<file path="src/rtl/demux_sched_1x8.sv">
// Round-robin scheduler for a 1x8 demux: one-entry buffer, IDLE/SEEK/SEND FSM.
// Optional SEND stall timeout with drop pulse: define DEMUX_SCHED_TIMEOUT_EN.
module demux_sched_1x8 #(
  parameter int WIDTH = 8
) (
  input  logic             clk,
  input  logic             rst,
  input  logic [WIDTH-1:0] in_data,
  input  logic             in_valid,
  output logic             in_ready,
  input  logic [7:0]       ch_en,
  input  logic [7:0]       ch_ready,
  output logic [2:0]       sel,
  output logic [WIDTH-1:0] out_data,
  output logic [7:0]       out_valid,
  output logic             busy,
  output logic             drop
);

  typedef enum logic [1:0] {
    IDLE,
    SEEK,
    SEND
  } state_t;

  state_t           state;
  state_t           state_nxt;
  logic [2:0]       ptr;
  logic [2:0]       found;
  logic [2:0]       idx;
  logic             hit;
  logic             done;
  logic             expire;
  logic [WIDTH-1:0] buffer;

  // Scan downward so the smallest offset from ptr wins.
  always_comb begin
    hit   = 1'b0;
    found = ptr;
    idx   = ptr;
    for (int i = 7; i >= 0; i--) begin
      idx = ptr + 3'(i);
      if (ch_en[idx]) begin
        hit   = 1'b1;
        found = idx;
      end
    end
  end

  assign done = (state == SEND) && ch_ready[sel];

`ifdef DEMUX_SCHED_TIMEOUT_EN
  logic [3:0] stall;
  logic       drop_q;

  assign expire = (state == SEND) && !ch_ready[sel] && (stall == 4'hF);

  always_ff @(posedge clk) begin
    if (rst) begin
      stall  <= 4'd0;
      drop_q <= 1'b0;
    end else begin
      drop_q <= expire;
      if (state == SEEK)
        stall <= 4'd0;
      else if (state == SEND && !ch_ready[sel])
        stall <= stall + 4'd1;
    end
  end

  assign drop = drop_q;
`else
  assign expire = 1'b0;
  assign drop   = 1'b0;
`endif

  always_comb begin
    state_nxt = state;
    unique case (state)
      IDLE:    if (in_valid) state_nxt = SEEK;
      SEEK:    if (hit) state_nxt = SEND;
      SEND:    if (done || expire) state_nxt = IDLE;
      default: state_nxt = IDLE;
    endcase
  end

  always_ff @(posedge clk) begin
    if (rst) begin
      state    <= IDLE;
      ptr      <= 3'd0;
      sel      <= 3'd0;
      out_data <= '0;
      buffer   <= '0;
    end else begin
      state <= state_nxt;
      if (state == IDLE && in_valid)
        buffer <= in_data;
      if (state == SEEK && hit) begin
        sel      <= found;
        out_data <= buffer;
      end
      if (done || expire)
        ptr <= sel + 3'd1;
    end
  end

  assign in_ready  = (state == IDLE);
  assign busy      = (state != IDLE);
  assign out_valid = (state == SEND) ? (8'b1 << sel) : 8'h00;

endmodule

</file>
<file path="config.mk">
export PLATFORM = sky130hd
export DESIGN_NAME = demux_sched_1x8
export DESIGN_NICKNAME = d
export VERILOG_FILES = /design/src/rtl/demux_sched_1x8.sv
export SDC_FILE = /design/constraint.sdc
export NUM_CORES = 1
export LEC_CHECK = 0
export ABC_AREA = 0
export BUFFER_PORTS_ARGS = -buffer_cell sky130_fd_sc_hd__buf_2
export CAP_MARGIN = 10
export CELL_PAD_IN_SITES_DETAIL_PLACEMENT = 1
export CELL_PAD_IN_SITES_GLOBAL_PLACEMENT = 2
export CORE_MARGIN = 2
export CORE_UTILIZATION = 35
export DETAILED_ROUTE_END_ITERATION = 6
export MAX_ROUTING_LAYER = met4
export PLACE_DENSITY = 0.88
export SLEW_MARGIN = 20
export SYNTH_ARGS = -nofsm -noshare
export SYNTH_HDL_FRONTEND = slang
export SYNTH_SLANG_ARGS = --single-unit
</file>
<file path="constraint.sdc">
create_clock -name clk -period 8.4 [get_ports clk]
set_input_delay 1.26 -clock clk [delete_from_list [all_inputs] [get_ports clk]]
set_output_delay 1.26 -clock clk [all_outputs]
set_load 0.01 [all_outputs]
</file>
After elaboration in Yosys (flattened, before gate mapping)
Index checks and enable logic that the tools add are counted.

Register bits after elaboration: 24. Bits in latches: 0. RAM bits: 0. Memory bits (read-only): 0. Output and inout port bits: 22. Word-level logic and storage cells: 73. Memories kept: 0.

Add/subtract/negate cells: 8. Multiply operators: 0. Div/mod/pow operators: 0. Magnitude comparators: 9. Equality and inequality tests: 5. Shifts and indexed selects: 1. Multiplexer cells: 39. Bitwise gates (word level): 0. Reductions and logical operators: 6.

Operators with widths (count): less-than comparator 3 x 4 -> 1 bit (second input constant) (9); binary-select mux 1 bit (select 3 bit) (9); two-way mux 3 bit (8); two-way mux 1 bit (17); adder 3 bit (second input constant) (4); two-way mux 8 bit (1); left shift 1 x 3 -> 8 bit (first input constant) (1); adder 3 x 1 -> 3 bit (second input constant) (2); adder 3 x 2 -> 3 bit (second input constant) (2); two-way mux 2 bit (3); inequality test 2 bit (second input constant) (3); case mux 2 bit (3 select lines) (1); logical AND 1 bit (3); AND reduction 3 bit (1); equality test 2 x 1 -> 1 bit (second input constant) (1); equality test 2 bit (second input constant) (1); zero test 2 bit (1); nonzero test 2 bit (1).

Longest topological paths before layout
Word-level depth: 13. Depth in mapped cells: 12. Depth with buffers taken out: 9.

Worst setup path after synthesis
No wires, ideal clock.

Kind: input to register. From: input port ch_en[3]. To: register sel[1]. Data arrival time: 2.905 ns. Data required time: 8.266 ns. Path slack: 5.361 ns. Stages: 7. Buffers on the path: 1. Cell sequence: clkbuf_1 > mux4_2 > mux2i_1 > a21oi_1 > or4_1 > o31ai_1 > o22ai_1.

Longest elaborated chain between the ends: 11.

Ends and longest elaborated chain: start, declared (RTL line 11) `input logic [7:0] ch_en,`; binary-select mux 1 bit (select 3 bit) (RTL line 43) `if (ch_en[idx]) begin`; two-way mux 1 bit (implied by the code) (RTL line 43); two-way mux 1 bit (8 in a row) (RTL line 43); logical AND 1 bit (RTL line 98) `if (state == SEEK && hit) begin`; end signal, assigned (RTL line 99) `sel <= found;`; end, declared (RTL line 13) `output logic [2:0] sel,`.

Several ways; a longest one is shown, not always the timed one. The select of a mux whose other input is x is not followed. A chain may end at the register's enable or synchronous reset.

Final worst setup path
From: register ptr[1]. To: register sel[1].

Longest elaborated chain between the ends: 12.

Ends and longest elaborated chain: start, declared (RTL line 28) `logic [2:0] ptr;`; start signal, assigned (RTL line 103) `ptr <= sel + 3'd1;`; adder 3 bit (RTL line 42) `idx = ptr + 3'(i);`; binary-select mux 1 bit (select 3 bit) (RTL line 43); two-way mux 1 bit (implied by the code) (RTL line 43); two-way mux 1 bit (8 in a row) (RTL line 43); logical AND 1 bit (RTL line 98).

Several ways; a longest one is shown, not always the timed one. The select of a mux whose other input is x is not followed.

==> results.toml <==
[cts]
clock_latency_ns = 0.27
cts_tree = "yes"
post-cts-setup-buffers = 0
cts_buffer_depth = 2
post_cts_resized = 0
cts_hold_buf = 0
cts_buffers = 3
cts_root_buf = "clkbuf_8"
cts_htree_levels = 1
path_clk_slew_ns = 0.09
clock-sinks = 24

[drt]
totalWireLength_um = 5690
vias = 1946
routed_via_density = 5.58
wl_per_cell_um = 16.3
ant_nets = 0
drt_iter0_markers = 81
firstDrtPassIters = 4
drc = 0

[yosys]
postSynthAreaPerCell_um2 = 8.83
synthDistinctLibCells = 44
synth_simple_gate_area_share_pct = 18.4
synth.ff_latch_count = 24
syn_area_um2 = 2140
synth_top_flop_cell = "dfxtp_1"
ys_warn_count = 0
synth_top_family_by_area = "multiplexers"
async_flop_share_pct = 0
syn_nets = 277
synth.largest_area_cell = "dfxtp_1"
seq_area_frac_synth_pct = 22.5
synth_area_leaders = "dfxtp_1 (22%), mux4_2 (21%), mux2i_1 (7.5%)"
syn_inst = 242
synth_compound_gate_area_share_pct = 12.8
synth_edf_count = 0
synthAdderAreaFrac_pct = 4.69
synth.top_cell.area_share_pct = 22.5
synth_mux_area_share_pct = 33.5
synth-xor-area-share_pct = 1.58

[global_routing]
antenna_found_initial = 0
grt_max_degree = 26
grt_use_total_pct = 18.2
grt_pass1_vias = 1925
overflow = 0
grt_pass1_wl_um = 9470

[sta]
setup_tns_ns = 0
period_share_pct = 46.9
tightest_slew_ns = 0.832
report.final.slew_viol_count = 0
rsz0062_at_grt = "no"
fmaxAchievable_ghz = 0.254
layout_min_cycle_time_ns = 3.94
worst_slew_margin_rel_pct = 44.5
hold_viol = 0
skew_ns = 0.00948
holdWs_ns = 0.460
setup_violations = 0

[worst_setup_path]
crit_path_max_fanout = 20
cp-end-kind = "register"
crit_type = "register to register"
slowest_delay_ns = 0.87
path_common_cell = "inv_1"
startpoint_type = "register"
required_ns = 8.58
path_cells = "inv_1 > ha_1 > inv_1 > mux4_2 > nand3_1 > nand2_1 > nor2_2 > mux2_1 > o22ai_1"
arrival_ns = 4.13
crit_slowest_cell = "dfxtp_1"
cp_top_family = "multiplexers"
worst-path-buf-inv = 2

[final_layout]
final_cell_mix = "buf_2 (47), nand2_1 (35), nor2_1 (30)"
final_common_cell = "buf_2"
fin_nets = 310
diodes = 0
post-route-util_pct = 41.3
syn_to_final_growth_pct = 14.5
drive_gt1_share_pct = 30.3

[power_and_ir_drop]
finalPower_uw = 318
power_density_nw_per_um2 = 130
peakVddDrop_uv = 56.0
leakagePower_nw = 0.986

[place]
port_buffers = 47
dp_hpwl_um = 4320
place.gp.congestion = 0.861

[flow_run]
drv_cap = 0

[floorplanning]
core_um2 = 5920
die_y_um = 82.1
dieArea_um2 = 6740
ioPinCount = 49
die_x_um = 82.1
fp-row-count = 28
start_util_pct = 36.1

[outcome]
status = "complete, no violations"

[min_path]
hold_path.class = "register to register"
==> power breakdown <==
| group | switching (mW) | internal [mW] |
|---|---|---|
| clock network | 0.0361 | 0.0637 |
| logic | 0.0509 | 0.0419 |
| registers | 0.00631 | 0.119 |
==> layer usage <==
layer	up-vias	track usage, %	share of wire (%)
li1	935	-	-
met1	956	25.5	49
met2	49	29.2	46
met3	6	1.30	3.5
met4	0	3.50	1.2
met5	-	-	0
==> registers in the layout, summed over array words and instances (netlist names) <==
| name | cells |
|---|---|
| buffer | 8 |
| out_data | 8 |
| ptr | 3 |
| sel | 3 |
| state | 2 |
==> worst paths after layout <==
| check | start | end | slack (ns) | depth (start not counted) |
|---|---|---|---|---|
| worst max-delay path | ptr[1]$_SDFFE_PP0P_ | sel[1]$_SDFFE_PP0P_ | 4.46 | 9 |
| worst min-delay path | buffer[4]$_SDFFE_PP0P_ | buffer[4]$_SDFFE_PP0P_ | 0.46 | 2 |
| worst max register to register | ptr[1]$_SDFFE_PP0P_ | sel[1]$_SDFFE_PP0P_ | 4.46 | 9 |
| worst min register to register | buffer[4]$_SDFFE_PP0P_ | buffer[4]$_SDFFE_PP0P_ | 0.46 | 2 |
==> Yosys cell counts, types with 2 or more instances <==
| master | n |
|---|---|
| dfxtp_1 | 24 |
| buf_4 | 4 |
| inv_1 | 9 |
| a21o_1 | 2 |
| a21oi_1 | 16 |
| ha_1 | 8 |
| o21bai_1 | 2 |
| a221oi_1 | 2 |
| mux2_2 | 6 |
| nor2b_1 | 2 |
| o22ai_1 | 2 |
| mux2i_1 | 16 |
| nand3_1 | 3 |
| nor2_1 | 30 |
| a31oi_1 | 2 |
| nand2_1 | 35 |
| o31ai_1 | 2 |
| xnor2_1 | 2 |
| nand2b_1 | 4 |
| and2_1 | 5 |
| mux4_2 | 20 |
| clkbuf_1 | 13 |
| o21ai_0 | 5 |
| a211oi_1 | 5 |
| nor3_1 | 2 |
| a32oi_1 | 2 |
| or2_2 | 2 |
==> cell type report <==
type / instances / area, um^2
inverters: 10 / 37.5
repair buffers: 48 / 243
flip-flops and latches: 24 / 480
fillers: 737 / 3480
multi-input cells: 188 / 1520
well taps: 75 / 93.8
clock buffers: 3 / 41.3
clock inverters: 1 / 30.0
==> metrics by stage <==
step / setup WS (ns) / cell area [um^2] / instances
CTS: 4.43 / 2440 / 349
detailed placement: 4.45 / 2370 / 345
global placement: 4.64 / 2370 / 345
global route: 4.11 / 2440 / 349
floorplan: 5.36 / 2140 / 242
finish: 4.46 / 2440 / 349
==> worst min-delay path, delay by kind of cell (launching register included) <==
kind | cells | cell delay [ns]
DFF | 1 | 0.32
AOI/OAI and AO/OA | 1 | 0.05
and+or+nand+nor | 1 | 0.05
==> cell families (layout without fill, tap and decap cells) <==
logic type	Yosys count	count (layout)
AO/OA/AOI/OAI	43	43
XOR/XNOR	3	3
adder cells (fa/ha/maj)	8	8
buffers and inverters	30	62
flip-flops	24	24
multiplexers	44	44
other	1	1
AND/OR/NAND/NOR	89	89
Note: power is estimated with default switching activity, not from simulation.
